$ cat src/rtl/char_class.sv
// char_class: classifies an ASCII character as decimal / lowercase hex digit and yields its value.
module char_class (
   input  logic [7:0] char,
   output logic       is_dec,
   output logic       is_hex,
   output logic [3:0] nibble
);
   logic is_af;
   always_comb begin
      is_dec = char >= 8'h30 && char <= 8'h39;
      is_af  = char >= 8'h61 && char <= 8'h66;
      is_hex = is_dec || is_af;
      nibble = is_af ? 4'(char - 8'h57) : char[3:0];
   end
endmodule

$ cat config.mk
export PLATFORM = sky130hd
export DESIGN_NAME = char_class
export DESIGN_NICKNAME = d
export VERILOG_FILES = /design/src/rtl/char_class.sv
export SDC_FILE = /design/constraint.sdc
export NUM_CORES = 1
export LEC_CHECK = 0
export ABC_AREA = 1
export CAP_MARGIN = 20
export CORE_AREA = 2 2 39 41
export DETAILED_ROUTE_END_ITERATION = 10
export DIE_AREA = 0 0 41 43
export GPL_ROUTABILITY_DRIVEN = 0
export PLACE_DENSITY = 0.46
export RECOVER_POWER = 25
export SYNTH_ARGS = -nofsm -noshare
export SYNTH_HDL_FRONTEND = slang
export SYNTH_SLANG_ARGS = --single-unit
export TNS_END_PERCENT = 50
$ cat constraint.sdc
create_clock -name vclk -period 2
set_input_delay 0.6 -clock vclk [all_inputs]
set_output_delay 0.6 -clock vclk [all_outputs]
set_load 0.05 [all_outputs]
==> metrics list <==
- Summed over all layers, the global routing overflow is 0.
- Synthesis Warnings: 0
* Combinational Power Share: 100.0%
* Via count of the first global-routing pass: around 360
- Family with the most delay on the worst path: buffers and inverters
- Static Leak: 0.000302 uW
* Most repeated cell in the gate-level netlist after synthesis: sky130_fd_sc_hd__nand2_1
- For this design the ratio of total power to cell area is roughly 210 nW/um2.
- Vias post-DR: 369
* Detailed-placement wirelength estimate: around 570 um
- After detailed placement, the design holds a cell count of 82.
- Of the synthesized area, sequential elements account for 0%.
- Synthesis produced 45 cells.
- From left edge to right edge, the die measures 41 um.
* Power share of the clock group: 0%
* Final-layout worst hold slack: between 1.5 and 2 ns
- Cell Area, Synth: 223 um2
- The initialized floorplan defines 14 standard-cell rows.
* Post-DR vias/cell: around 4.3
* Largest stage delay on the critical path: around 0.23 ns
- Max-cap violations in this run came to 0.
* Portion of synthesized cell area occupied by the leading cell type: between 20% and 30%
- The first global-routing pass estimated 1.41 mm of wire.
* Sequential group share of total power: 0%
- Setup repair after global routing could not meet its margin everywhere.
- Subtracting the final worst setup slack from the clock period gives 2.19 ns.
- N_diodes: 0
- Fraction of final layout cells with drive strength greater than 1: 67.1%
- The analysis attributes to net switching a power of 68.7 uW.
- Clock buffers: 0
- Post-layout instance count excluding filler cells: 86
* Category of the most critical setup path: in2out
- Minimum setup slack in the final design: -0.188 ns
- I/O pin count: 14
- Derived from the worst setup path, the maximum achievable clock frequency is 0.457 GHz.
* Average routed wire per standard cell: slightly below 10 um
- Compared with the post-synthesis result, the final layout area differs by 180%.
- Counting the fill cells in the layout gives 147.
* Maximum number of pins on one net before global-route repair: 6
* Endpoint class of the critical path: output pin
- Total area of multi-input combinational cells: 292 um2
- Initial core utilization: 16.1%
- For this run, design rule violations remaining after detail routing come to 0.
- The worst hold path belongs to the class in2out.
- Power Internal: approximately 64 uW
- For the pin with the worst max-slew slack, the measured transition is between 0.2 and 0.25 ns.
- Tot GR Track Use: 10.7%
* Final core area utilization: 45.0%
- Slowest library cell on the worst path: sky130_fd_sc_hd__buf_4
* Number of port buffers: 14
- In the final timing run, aggregate negative setup slack is -0.769 ns.
- Reg area: 0 um2
* Drt first-iter violations: 3
* Average size of a mapped cell: 4.95 um2
- The floorplan step set the die height to between 40 and 50 um.
- Yosys attributes the largest share of cell area to sky130_fd_sc_hd__nand2_1 (22%), sky130_fd_sc_hd__ha_1 (17%), sky130_fd_sc_hd__inv_1 (13%).
- Remaining antenna violation count after routing: 0
- Worst slew margin relative to its limit: 85.5%
- By count the netlist is led by sky130_fd_sc_hd__nand2_1 (13), sky130_fd_sc_hd__inv_1 (8), sky130_fd_sc_hd__nor2_1 (8), sky130_fd_sc_hd__nand3_1 (5), sky130_fd_sc_hd__ha_1 (3).
- When the netlist entered floorplanning its net count stood at 56.
- The initial antenna violation count was 0.
- The critical path contains buffers and inverters numbering 4 combined.
* Failing checks: setup timing
- Final Hold Viols: 0
- There are 0 flip-flops and latches.
- Of all nets on the critical path, the largest fanout is 4.
* Largest voltage drop on the vdd net: ~0.084 mV
- Post-place setup slack: -0.708 ns
- Final setup vio count: 5
* Run status: complete, but fails checks
- Critical path launch point type: input port
- The synthesized netlist contains 13 unique library cells.
- STA puts the critical path data required time at 1.40 ns.
- After the last flow step, the layout net total stands at 83.
* Post-detailed-routing wire length: 836 um
- Of the available clock period, the critical path in the final layout requires 109%.
* Leading area contributor after synthesis: sky130_fd_sc_hd__nand2_1
* Final max-slew violation count: 0
- The critical path goes through buf_6 > ha_4 > inv_2 > nand4_1 > buf_4 > nand3_2 > nand2_2 > buf_12.
- Arrival time of data at the critical path endpoint: roughly 1.6 ns
- Drt pass-1 iters: 3
* Core ar.: 1380 um2
- Switch share: 51.8%
- Area of the die: around 1800 um2
==> repair_timing <==
action	4_1_cts	5_1_grt
hold buffers	0	0
buffers inserted	4	0
setup endpoints to repair	6	6
pin swaps	20	9
resized for setup	59	3
==> metal layers <==
layer / vias to the layer above / part of all wire (%) / wire (um) / global-route usage [%]
met1: 163 / 38 / 316 / 14.6
met5: - / 0 / 0 / 0
met3: 3 / 5.5 / 46 / 1.05
met2: 12 / 56 / 465 / 17.8
met4: 0 / 0.96 / 8 / 1.33
li1: 191 / - / - / -
==> cells in the final DEF, fill, tap and decap left out <==
master / count
sky130_fd_sc_hd__nor2_2: 3
sky130_fd_sc_hd__buf_6: 3
sky130_fd_sc_hd__nand2_4: 2
sky130_fd_sc_hd__o21ai_1: 1
sky130_fd_sc_hd__dlygate4sd2_1: 1
sky130_fd_sc_hd__xor2_1: 1
sky130_fd_sc_hd__nand3_1: 2
sky130_fd_sc_hd__nand2_2: 7
sky130_fd_sc_hd__inv_1: 5
sky130_fd_sc_hd__nor2_1: 5
sky130_fd_sc_hd__nand3_2: 2
sky130_fd_sc_hd__inv_4: 1
sky130_fd_sc_hd__buf_12: 5
sky130_fd_sc_hd__clkinv_4: 1
sky130_fd_sc_hd__buf_2: 3
sky130_fd_sc_hd__clkdlybuf4s15_1: 1
sky130_fd_sc_hd__ha_1: 1
sky130_fd_sc_hd__inv_2: 1
sky130_fd_sc_hd__nor3_2: 1
sky130_fd_sc_hd__inv_6: 1
sky130_fd_sc_hd__buf_8: 1
sky130_fd_sc_hd__nand4_1: 1
sky130_fd_sc_hd__nor2_4: 1
sky130_fd_sc_hd__nand3_4: 2
sky130_fd_sc_hd__buf_4: 11
sky130_fd_sc_hd__nand2_1: 5
sky130_fd_sc_hd__ha_4: 2
==> power groups by stage <==
| stage | logic [uW] | registers, uW | clock network [uW] |
|---|---|---|---|
| detailed placement | 109 | 0 | 0 |
| global placement | 109 | 0 | 0 |
| CTS | 129 | 0 | 0 |
| finish | 133 | 0 | 0 |
| global route | 142 | 0 | 0 |
| floorplan | 47.1 | 0 | 0 |
==> cell families (layout without fill, tap and decap cells) <==
logic type,after synthesis,after routing,synth area share [%]
AOI/OAI and AO/OA,1,1,2.25
buffers and inverters,9,34,15.2
and+or+nand+nor,31,31,61.8
xor gates and xnor gates,1,1,3.93
adders and majority gates,3,3,16.9
==> tightest hold or removal path: stages <==
cell and delay, ns:
sky130_fd_sc_hd__buf_6 0.10, sky130_fd_sc_hd__buf_4 0.11, sky130_fd_sc_hd__nand2_1 0.05, sky130_fd_sc_hd__nand2_2 0.07, sky130_fd_sc_hd__buf_12 0.13
==> final timing paths <==
check	start	end	slack [ns]	depth (start not counted)
min	char[0]	nibble[0]	1.67	5
max	char[0]	nibble[0]	-0.19	8
==> through the flow <==
step,total power [uW],area (um2)
floorplan,47.1,235
global placement,109,495
detailed placement,109,495
CTS,129,611
global route,142,623
finish,133,623
==> final cells by class <==
class                           count  share of cell area, %
Timing Repair Buffer               25                   42.6
Tap cell                           16                   3.21
Inverter                            9                   7.43
Multi-Input combinational cell     36                   46.8
No activity file was read; power rests on OpenSTA's default activity.
